<file path="config.mk">
export PLATFORM = sky130hd
export DESIGN_NAME = sw_ctrl
export DESIGN_NICKNAME = d
export VERILOG_FILES = /design/src/rtl/sw_pkg.sv /design/src/rtl/sw_debounce.sv /design/src/rtl/sw_ctrl.sv
export SDC_FILE = /design/constraint.sdc
export NUM_CORES = 1
export LEC_CHECK = 0
export ABC_AREA = 0
export CAP_MARGIN = 20
export CELL_PAD_IN_SITES_DETAIL_PLACEMENT = 0
export CELL_PAD_IN_SITES_GLOBAL_PLACEMENT = 1
export CORE_ASPECT_RATIO = 0.9
export CORE_UTILIZATION = 46
export CTS_CLUSTER_SIZE = 20
export DETAILED_ROUTE_END_ITERATION = 8
export PLACE_DENSITY = 0.75
export SYNTH_ARGS = -nofsm -noshare
export SYNTH_HDL_FRONTEND = slang
export SYNTH_SLANG_ARGS = --single-unit
</file>
<file path="constraint.sdc">
create_clock -name clk -period 2.3 [get_ports clk]
set_clock_uncertainty 0.2 [all_clocks]
set_input_delay 0.345 -clock clk [delete_from_list [all_inputs] [get_ports clk]]
set_output_delay 0.345 -clock clk [all_outputs]
set_load 0.02 [all_outputs]
</file>
<file path="src/rtl/sw_pkg.sv">
// Shared types and default timing parameters for the stopwatch control block.
package sw_pkg;

  typedef enum logic [1:0] {
    PAUSED = 2'd0,
    RUN    = 2'd1,
    ADJUST = 2'd2
  } state_t;

  localparam int DEBOUNCE_CYCLES_DEF = 16;
  localparam int SYNC_STAGES_DEF     = 2;

endpackage

</file>
<file path="src/rtl/sw_debounce.sv">
// Synchronizer plus stability-counter debouncer for one raw input, with an
// optional one-cycle pulse when the debounced level rises.
module sw_debounce #(
  parameter int SYNC_STAGES     = 2,
  parameter int DEBOUNCE_CYCLES = 16,
  parameter bit RISE_EN         = 1'b1
) (
  input  logic clk,
  input  logic rst_n,
  input  logic raw,
  output logic level,
  output logic rise
);

  localparam int             CW   = $clog2(DEBOUNCE_CYCLES + 1);
  localparam logic [CW-1:0]  LAST = CW'(DEBOUNCE_CYCLES - 1);

  logic [SYNC_STAGES-1:0] sync;
  logic [SYNC_STAGES-1:0] fill;
  logic [CW-1:0]          cnt;
  logic                   armed;
  logic                   sync_out;
  logic                   valid;
  logic                   accept;

  assign sync_out = sync[SYNC_STAGES-1];
  assign valid    = fill[SYNC_STAGES-1];
  assign accept   = (sync_out != level) && (cnt == LAST);

  // A button held through reset must be seen released (armed) before its
  // next debounced rise may produce an event; fill marks when the
  // synchronizer output reflects real samples rather than reset zeros.
  // NOTE: state updates use non-blocking assignments so every flop samples
  // the pre-edge values, regardless of statement order.
  always_ff @(posedge clk or negedge rst_n) begin
    if (!rst_n) begin
      sync  <= '0;
      fill  <= '0;
      cnt   <= '0;
      level <= 1'b0;
      armed <= 1'b0;
      rise  <= 1'b0;
    end else begin
      sync[0] <= raw;
      fill[0] <= 1'b1;
      for (int i = 1; i < SYNC_STAGES; i++) begin
        sync[i] <= sync[i-1];
        fill[i] <= fill[i-1];
      end

      rise <= RISE_EN && accept && sync_out && armed;

      if (sync_out != level) begin
        if (accept) begin
          level <= sync_out;
          cnt   <= '0;
        end else begin
          cnt <= cnt + CW'(1);
        end
      end else begin
        cnt <= '0;
      end

      if (valid && !sync_out && !level) armed <= 1'b1;
    end
  end

endmodule

</file>
<file path="src/rtl/sw_ctrl.sv">
// Stopwatch control: debounced buttons drive a PAUSED/RUN/ADJUST FSM that
// issues registered increment/clear commands and field-blanking controls.
module sw_ctrl
  import sw_pkg::*;
#(
  parameter int DEBOUNCE_CYCLES = DEBOUNCE_CYCLES_DEF,
  parameter int SYNC_STAGES     = SYNC_STAGES_DEF
) (
  input  logic clk,
  input  logic RESET_N,
  input  logic PAUSE,
  input  logic CLR,
  input  logic ADJ,
  input  logic SEL,
  input  logic tick_1hz,
  input  logic tick_2hz,
  input  logic tick_blink,
  output logic inc_sec,
  output logic inc_min,
  output logic clr,
  output logic blank_min,
  output logic blank_sec,
  output logic running
);

  logic pause_evt, clr_evt, adj_lvl, sel_lvl;
  logic pause_lvl_unused, clr_lvl_unused, adj_rise_unused, sel_rise_unused;

  sw_debounce #(.SYNC_STAGES(SYNC_STAGES), .DEBOUNCE_CYCLES(DEBOUNCE_CYCLES), .RISE_EN(1'b1))
    u_pause (.clk(clk), .rst_n(RESET_N), .raw(PAUSE), .level(pause_lvl_unused), .rise(pause_evt));
  sw_debounce #(.SYNC_STAGES(SYNC_STAGES), .DEBOUNCE_CYCLES(DEBOUNCE_CYCLES), .RISE_EN(1'b1))
    u_clr   (.clk(clk), .rst_n(RESET_N), .raw(CLR),   .level(clr_lvl_unused),   .rise(clr_evt));
  sw_debounce #(.SYNC_STAGES(SYNC_STAGES), .DEBOUNCE_CYCLES(DEBOUNCE_CYCLES), .RISE_EN(1'b0))
    u_adj   (.clk(clk), .rst_n(RESET_N), .raw(ADJ),   .level(adj_lvl),          .rise(adj_rise_unused));
  sw_debounce #(.SYNC_STAGES(SYNC_STAGES), .DEBOUNCE_CYCLES(DEBOUNCE_CYCLES), .RISE_EN(1'b0))
    u_sel   (.clk(clk), .rst_n(RESET_N), .raw(SEL),   .level(sel_lvl),          .rise(sel_rise_unused));

  state_t state, state_nxt;
  logic   resume_run, resume_nxt;
  logic   blink_phase, blink_nxt;
  logic   sec_cmd, min_cmd;

  // NOTE: every always_comb output gets a default first so no path leaves
  // it unassigned, which would otherwise infer a latch.
  always_comb begin
    state_nxt = state;
    resume_nxt = resume_run;
    sec_cmd = 1'b0;
    min_cmd = 1'b0;
    blink_nxt = blink_phase ^ tick_blink;

    case (state)
      PAUSED: begin
        if (adj_lvl) begin
          state_nxt = ADJUST;
        end else if (pause_evt) begin
          state_nxt  = RUN;
          resume_nxt = 1'b1;
        end
      end
      RUN: begin
        if (adj_lvl) begin
          state_nxt = ADJUST;
        end else begin
          sec_cmd = tick_1hz;
          if (pause_evt) begin
            state_nxt  = PAUSED;
            resume_nxt = 1'b0;
          end
        end
      end
      ADJUST: begin
        if (!adj_lvl) begin
          state_nxt = resume_run ? RUN : PAUSED;
        end else if (tick_2hz) begin
          sec_cmd = sel_lvl;
          min_cmd = !sel_lvl;
        end
      end
      default: state_nxt = PAUSED;
    endcase

    // A clear on the same cycle as a tick swallows that tick's increment.
    if (clr_evt) begin
      sec_cmd = 1'b0;
      min_cmd = 1'b0;
    end
  end

  always_ff @(posedge clk or negedge RESET_N) begin
    if (!RESET_N) begin
      state       <= PAUSED;
      resume_run  <= 1'b0;
      blink_phase <= 1'b0;
      inc_sec     <= 1'b0;
      inc_min     <= 1'b0;
      clr         <= 1'b0;
      blank_min   <= 1'b0;
      blank_sec   <= 1'b0;
      running     <= 1'b0;
    end else begin
      state       <= state_nxt;
      resume_run  <= resume_nxt;
      blink_phase <= blink_nxt;
      inc_sec     <= sec_cmd;
      inc_min     <= min_cmd;
      clr         <= clr_evt;
      running     <= (state_nxt == RUN);
      blank_min   <= (state_nxt == ADJUST) && blink_nxt && !sel_lvl;
      blank_sec   <= (state_nxt == ADJUST) && blink_nxt && sel_lvl;
    end
  end

endmodule

</file>
After elaboration in Yosys (flattened, before gate mapping):

Cells that the tools add are included.

* output and inout port bits: 6
* bits of input ports: 9
* register bits after elaboration: 50
* logic and storage cells: 104

* $add $sub $neg: 4
* muxes and demuxes: 29
* bitwise logic cells: 1
* reductions and logical operators: 27
* equal/unequal tests: 16

Operator list (number)
* two-way mux 5 bit: 8
* adder 5 x 1 -> 5 bit, second input constant: 4
* == test 5 x 4 -> 1 bit, second input constant: 4
* logical AND 1 bit: 15
* two-way mux 1 bit: 13
* two-way mux 2 bit: 5
* AND reduction 2 bit: 4
* one-hot mux 2 bit (3 select lines): 1
* logical NOT 1 bit: 5
* AND reduction 5 bit: 1
* == test 2 x 1 -> 1 bit, second input constant: 2
* == test 2 bit, second input constant: 2
* != test 1 bit: 4
* != test 2 x 1 -> 1 bit, second input constant: 2
* != test 2 bit, second input constant: 2
* one-hot mux 1 bit (2 select lines): 2
* logical NOT 2 bit: 1
* nonzero test 2 bit: 1
* bitwise XOR 1 bit: 1

Logic depth before layout (Yosys ltp):

Gate-level depths: netlist of run 1.

* word-level depth: 6
* depth in mapped cells: 5
* depth with buffers taken out: 5

By module:

Synthesis of run 1 repeated with hierarchy kept, for this count alone.

* cell total of the unflattened synthesis: 159
* area total of the unflattened synthesis: 2025.7 um^2

By module, submodules not included
* sw_debounce (u_clr ...): sequential area each 300.3 um^2, times used 2, cells an instance 32, area an instance 435.4 um^2
* sw_debounce (u_adj ...): sequential area each 200.2 um^2, times used 2, cells an instance 25, area an instance 315.3 um^2
* sw_ctrl: sequential area each 250.2 um^2, times used 1, cells an instance 45, area an instance 524.3 um^2

Worst setup path before layout of run 1:

Ideal clock, no wire load.

* path kind: register to register
* from: register state[0]
* to: register blank_min
* required time: 1.999 ns
* stages on the path, launching flop included: 6
* path buffers: 0
* arrival: 1.376 ns
* library setup time: 0.101 ns
* setup slack: 0.623 ns
* cell sequence: dfrtp_1 -> inv_1 -> ha_1 -> nor2_1 -> o32a_2 -> nor4_1

* longest elaborated chain between the ends: 6
* elaborated cells between the ends (all ways): 12
* classes of those cells: eq/ne: 3; mux: 6; reduce/logical: 3

Ends and longest elaborated chain
* start, declared: line sw_ctrl.sv:38 `state_t state, state_nxt;`
* start signal, assigned: line sw_ctrl.sv:102 `state <= state_nxt;`
* two-way mux 2 bit, on equally long branches: line sw_ctrl.sv:66, sw_ctrl.sv:56
* two-way mux 2 bit, on equally long branches: line sw_ctrl.sv:62, sw_ctrl.sv:54
* one-hot mux 2 bit (3 select lines) *: line sw_ctrl.sv:52 `case (state)`
* == test 2 bit *: line sw_ctrl.sv:109 `blank_min <= (state_nxt == ADJUST) && blink_nxt && !sel_lvl;`
* logical AND 1 bit * (2 in series): line sw_ctrl.sv:109
* end signal, assigned: line sw_ctrl.sv:109
* end, declared: line sw_ctrl.sv:21 `output logic blank_min,`

Every way passes the cells marked *; elsewhere a longest branch is shown, timed or not.
A chain may end at the register's enable or synchronous reset.

Worst setup path after layout of run 1:

* from: register state[0]
* to: register blank_sec

* longest elaborated chain between the ends: 6
* elaborated cells between the ends (all ways): 12
* classes of those cells: eq/ne: 3; mux: 6; reduce/logical: 3

Ends and longest elaborated chain
* two-way mux 2 bit, on equally long branches: line sw_ctrl.sv:66, sw_ctrl.sv:56
* two-way mux 2 bit, on equally long branches: line sw_ctrl.sv:62, sw_ctrl.sv:54
* one-hot mux 2 bit (3 select lines) *: line sw_ctrl.sv:52
* == test 2 bit *: line sw_ctrl.sv:110 `blank_sec <= (state_nxt == ADJUST) && blink_nxt && sel_lvl;`
* logical AND 1 bit * (2 in series): line sw_ctrl.sv:110
* end signal, assigned: line sw_ctrl.sv:110
* end, declared: line sw_ctrl.sv:22 `output logic blank_sec,`

Marked as above.

==> flow_metrics.tcl, run 1 <==
set metrics [dict create \
    synthTopCellsByArea "dfrtp_1 63%, xor2_1 6.0%, ha_1 5.9%" \
    setup_viol 0 \
    rsz0062_at_grt "no" \
    synth_top_cell_area_share_pct 63.4 \
    io_pins 15 \
    clkTransAtPathRegs_ns 0.08 \
    syn_area_mm2 0.00189 \
    hold_path_end "u_adj.sync[1]$_DFF_PN0_" \
    area_delta_synth_final_pct 17.5 \
    syn-num-nets 173 \
    r2r-start "state[0]$_DFF_PN0_" \
    routabilityCongestion 0.936 \
    reg2reg_to "blank_sec$_DFF_PN0_" \
    antenna_found_initial 0 \
    clock_latency_ns 0.30 \
    pwr_density_cell_mw_per_mm2 740 \
    end_kind "register" \
    critPathRequiredTime_ns 2.29 \
    worstHoldStart "u_adj.sync[0]$_DFF_PN0_" \
    grt_max_degree 49 \
    first_iter_violations 64 \
    viasPerCell 5.20 \
    worstPathMaxFanout 8 \
    fmaxAchievable_ghz 0.530 \
    arrival_ns 1.88 \
    postCtsSetupRepairBufs 0 \
    yosysSeqAreaShare_pct 63.4 \
    ys_ff_latch 48 \
    die_h_um 62.9 \
    max_cap_viol_count 0 \
    drc 0 \
    crit_type "reg -> reg" \
    min_period_ns 1.89 \
    avgSynthCellArea_um2 12.2 \
    slew_headroom_pct 62.1 \
    synth_cell_types 25 \
    worstHoldPathType "reg -> reg" \
    peakVddDrop_uv 537 \
    fin_tns_setup_ns 0 \
    drive_above_1_share_pct 8.99 \
    r2r_cells 5 \
    row_count 21 \
    grtUsageTotal_pct 15.9 \
    grt_pass1_wl_mm 5.29 \
    grt_pass1_vias 1227 \
    firstDrtPassIters 4 \
    finalMaxSlewViolations 0 \
    n_antenna_cell 0 \
    syn-instance-count 155 \
    ant_nets 0 \
    drt-total-wl_mm 2.81 \
    hold_violations 0 \
    layout.nets 195 \
    htree_levels 2 \
    ctsLongestPathBuffers 2 \
    hold-path-cell-count 0 \
    rrSetupSlack_ns 0.41 \
    fin_hold_ws_ns 0.157 \
    wire_per_inst_um 12.5 \
    p_leak_nw 1.10 \
    ys.warnings.count 0 \
    die_area_mm2 0.00438 \
    portBuffers 14 \
    cts_tree "yes" \
    cts_buffers 5 \
    cp-start-kind "register" \
    hpwl_mm 1.99 \
    clockRootBuffer "clkbuf_8" \
    start_util_pct 49.4 \
    finalCritPeriodShare_pct 82.1 \
    cts_sinks 48 \
    overflow 0 \
    die_w_um 69.6 \
    core_region_area_mm2 0.00384 \
    status "finished, final reports clean" \
    tightest_slew_ns 0.568 \
    dr_total_vias 1164 \
    nFillCells 319 \
    synth_area_leader_cell "dfrtp_1" \
]
stage by stage:
step                      util [%]  area [um^2]  total power (W)  setup slack (ns)  instances
after global placement        54.5         2090          0.00100             0.552        215
final                         58.0         2230          0.00165             0.412        224
after CTS                     58.0         2230          0.00167             0.382        224
after floorplan                  -         1890         0.000962             0.623        155
after global routing          58.0         2230          0.00171             0.259        224
after detailed placement      54.5         2090          0.00101             0.404        215
where the power goes:
group          leakage [nW]  internal, W  switching, W  total [W]
Clock                0.0645     0.000383      0.000274   0.000657
Combinational         0.413    0.0000399     0.0000500  0.0000899
Sequential            0.624     0.000879     0.0000216   0.000900
Total                  1.10      0.00130      0.000345    0.00165
sequential cells by signal, summed over array words and instances (netlist names), 2 cells and up:
name	cells
u_pause.sync	2
u_sel.cnt	5
u_sel.sync	2
u_clr.sync	2
u_clr.fill	2
u_adj.cnt	5
state	2
u_adj.sync	2
u_pause.cnt	5
u_clr.cnt	5
cell families (layout without fill, tap and decap cells):
family,after synthesis,after routing,synth area share (%)
mux,4,4,2.38
buf+inv,8,31,1.65
xor+xnor,13,13,6.01
flops,48,48,63.4
fa+ha+maj,9,9,5.94
other cells,1,1,0.198
simple gates,53,53,14.0
compound gates,19,19,6.41
metal layers:
layer,track usage (%),wire [um]
met4,9.00,82
met3,4.52,110
met1,20.0,1340
met2,24.6,1280
met5,0,0
cells in the final DEF, fill, tap and decap left out, drive strengths merged, types with 7 or more instances in the layout:
| master | netlist | routed |
|---|---|---|
| nor2 | 18 | 18 |
| clkdlybuf4s50 | 0 | 13 |
| nand2 | 7 | 7 |
| ha | 9 | 9 |
| dfrtp | 48 | 48 |
| inv | 7 | 7 |
| nand3 | 8 | 8 |
| xor2 | 13 | 13 |
| clkbuf | 0 | 7 |
worst max-delay path, stage by stage (launching register included):
cell,delay (ns)
dfrtp_1,0.47
inv_1,0.11
ha_1,0.21
nor2_1,0.08
o32a_2,0.38
nor4_1,0.32
worst max-delay path by stage:
stage | startpoint | end | slack [ns] | depth (start not counted)
floorplan | state[0]$_DFF_PN0_ | blank_min$_DFF_PN0_ | 0.62 | 5
global placement | state[0]$_DFF_PN0_ | blank_sec$_DFF_PN0_ | 0.55 | 5
detailed placement | state[0]$_DFF_PN0_ | blank_sec$_DFF_PN0_ | 0.40 | 5
CTS | state[0]$_DFF_PN0_ | blank_sec$_DFF_PN0_ | 0.38 | 5
global route | state[0]$_DFF_PN0_ | running$_DFF_PN0_ | 0.26 | 5
finish | state[0]$_DFF_PN0_ | blank_sec$_DFF_PN0_ | 0.41 | 5
cells in the mapped netlist (all sizes together):
| library cell | count |
|---|---|
| a211oi | 2 |
| a21o | 3 |
| a21oi | 4 |
| a31o | 1 |
| a31oi | 1 |
| and2 | 5 |
| and3 | 4 |
| and3b | 1 |
| buf | 1 |
| conb | 1 |
| dfrtp | 48 |
| ha | 9 |
| inv | 7 |
| mux2 | 4 |
| nand2 | 7 |
| nand2b | 3 |
| nand3 | 8 |
| nor2 | 18 |
| nor2b | 1 |
| nor4 | 5 |
| nor4bb | 1 |
| o21ai | 5 |
| o22ai | 2 |
| o32a | 1 |
| xor2 | 13 |
cell type report:
cell class,count,area [um^2],share of cell area [%]
Sequential cell,48,1200,54.0
Clock inverter,1,30.0,1.35
Clock buffer,7,96.3,4.33
Tap cell,46,57.6,2.59
Inverter,7,26.3,1.18
Timing Repair Buffer,16,153,6.86
Multi-Input combinational cell,99,662,29.7
timing repair:
action,4_1_cts,5_1_grt
resized for setup,0,0
hold endpoints to repair,48,0
hold buffers,1,0
No activity file was read; power rests on OpenSTA's default activity.
==> run 2: changes to the inputs <==
CORE_UTILIZATION = 41   (was 46)
PLACE_DENSITY = 0.71   (was 0.75)
clock period = 1.6 ns   (was 2.3 ns; I/O delays follow)
==> flow_metrics.tcl, run 2 (same netlist as run 1, synthesis figures left out) <==
set metrics [dict create \
    status "complete, but fails checks" \
    area_delta_synth_final_pct 29.5 \
    max_stage_delay_ns 0.50 \
    grt_max_degree 28 \
    nFillCells 402 \
    multi_input_area_um2 800 \
    min_period_ns 1.62 \
    end_kind "register" \
    dr_total_vias 1218 \
    drt-total-wl_mm 3.14 \
    crit_buf_inv 2 \
    die_area_mm2 0.00490 \
    pre_cts_slack_ns -0.108 \
    first_iter_violations 49 \
    setup_ws_ns -0.0225 \
    met3_usage_pct 4.99 \
    n_antenna_cell 0 \
    arrival_ns 1.62 \
    cts_sinks 48 \
    viasPerCell 4.91 \
    start_util_pct 42.7 \
    cts_tree "yes" \
    path_cells "ha_4 -> buf_4 -> a211oi_4 -> o32a_4 -> inv_1" \
    violations "setup timing" \
    hpwl_mm 2.17 \
    cts_buffers 5 \
    grt_busiest_layer "met2" \
    clock_latency_ns 0.30 \
    wire_per_inst_um 12.7 \
    regArea_mm2 0.00120 \
    clockRootBuffer "clkbuf_8" \
    dp.cells 238 \
    worstPathMaxFanout 6 \
    final_util_pct 55.3 \
    grtUsageTotal_pct 15.0 \
    htree_levels 2 \
    io_pins 15 \
    setup_viol 4 \
    ctsLongestPathBuffers 2 \
    final_cells 248 \
    finalCritPeriodShare_pct 101 \
    drc 0 \
    peakVddDrop_uv 544 \
    rsz0062_at_grt "yes" \
    p_leak_nw 1.19 \
    row_count 23 \
    ant_nets 0 \
    routabilityCongestion 0.864 \
    firstDrtPassIters 4 \
    mostFrequentLayoutCells "47 x dfrtp_1, 18 x nor2_1, 13 x xor2_1" \
    worstHoldPathType "reg -> reg" \
    antenna_found_initial 0 \
    max_cap_viol_count 0 \
    fmaxAchievable_ghz 0.616 \
    cp-start-kind "register" \
    layout_commonest_cell "dfrtp_1" \
    grt_pass1_wl_mm 5.32 \
    fin_tns_setup_ns -0.0749 \
    slowest_stage "dfrtp_2" \
    cpLargestDelayFamily "flip-flops" \
    grtUsageMet2_pct 23.4 \
    portBuffers 14 \
    critPathRequiredTime_ns 1.60 \
    grtUsageMet1_pct 18.7 \
    grt_pass1_vias 1207 \
    overflow 0 \
    finalMaxSlewViolations 0 \
    die_h_um 66.5 \
    drive_above_1_share_pct 20.4 \
    clkTransAtPathRegs_ns 0.08 \
    layout.nets 203 \
    core_region_area_mm2 0.00443 \
    crit_type "reg -> reg" \
    die_w_um 73.7 \
    hold_violations 0 \
    total_power_w 0.00238 \
    pwr_density_cell_mw_per_mm2 969 \
]
run 2: cell count changes in the layout (fill, tap and decap cells not counted), moves of 5 or more:
| cell | before | now |
|---|---|---|
| clkdlybuf4s50_1 | 13 | 7 |
| buf_4 | 1 | 8 |
| dlygate4sd2_1 | 0 | 6 |
| ha_1 | 9 | 4 |
run 2: worst register-to-register path, delay by kind of cell, from the launching register on:
| kind | cells | cell delay, ns |
|---|---|---|
| buf+inv | 2 | 0.19 |
| compound gates | 2 | 0.43 |
| fa+ha+maj | 1 | 0.20 |
| flops | 1 | 0.50 |
run 2: cell type report:
cell class / count / area share [%]
clock buffers: 7 / 3.93
clock inverters: 1 / 1.22
inverters: 7 / 1.17
multi-input cells: 99 / 32.6
flip-flops and latches: 48 / 49.0
well taps: 62 / 3.16
repair buffers: 24 / 8.88
run 2: timing repair:
action | CTS | global route
gates resized for setup | 18 | 15
endpoints found under the hold margin | 21 | 0
setup endpoints to repair | 12 | 13
hold buffers | 1 | 0
setup buffers | 1 | 0
pin swaps | 4 | 4
run 2: metrics by stage:
stage	cell area (um^2)	hold slack [ns]
finish	2450	0.152
global route	2450	0.161
CTS	2380	0.155
detailed placement	2180	0.0425
global placement	2180	0.0344
floorplan	1900	-0.256
run 2: layer usage:
layer	wire, um	up-vias
met3	176	7
met5	0	-
li1	-	579
met4	61	0
met2	1460	28
met1	1450	604
run 2: path summary, 6_finish.rpt:
| kind | startpoint | end | slack (ns) | cells past startpoint |
|---|---|---|---|---|
| max | state[0]$_DFF_PN0_ | state[1]$_DFF_PN0_ | -0.02 | 5 |
| min | u_clr.sync[0]$_DFF_PN0_ | u_clr.sync[1]$_DFF_PN0_ | 0.15 | 0 |
| max reg2reg | state[0]$_DFF_PN0_ | state[1]$_DFF_PN0_ | -0.02 | 5 |
| min reg2reg | u_clr.sync[0]$_DFF_PN0_ | u_clr.sync[1]$_DFF_PN0_ | 0.15 | 0 |
| max in group asynchronous | RESET_N | u_pause.level$_DFFE_PN0P_ | 0.46 | 3 |
| min in group asynchronous | RESET_N | blank_sec$_DFF_PN0_ | 0.24 | 2 |
run 2: power breakdown:
group,leakage [nW],internal (W),switching [W]
clock network,0.0645,0.000551,0.000377
logic,0.502,0.0000666,0.0000878
registers,0.623,0.00126,0.0000309
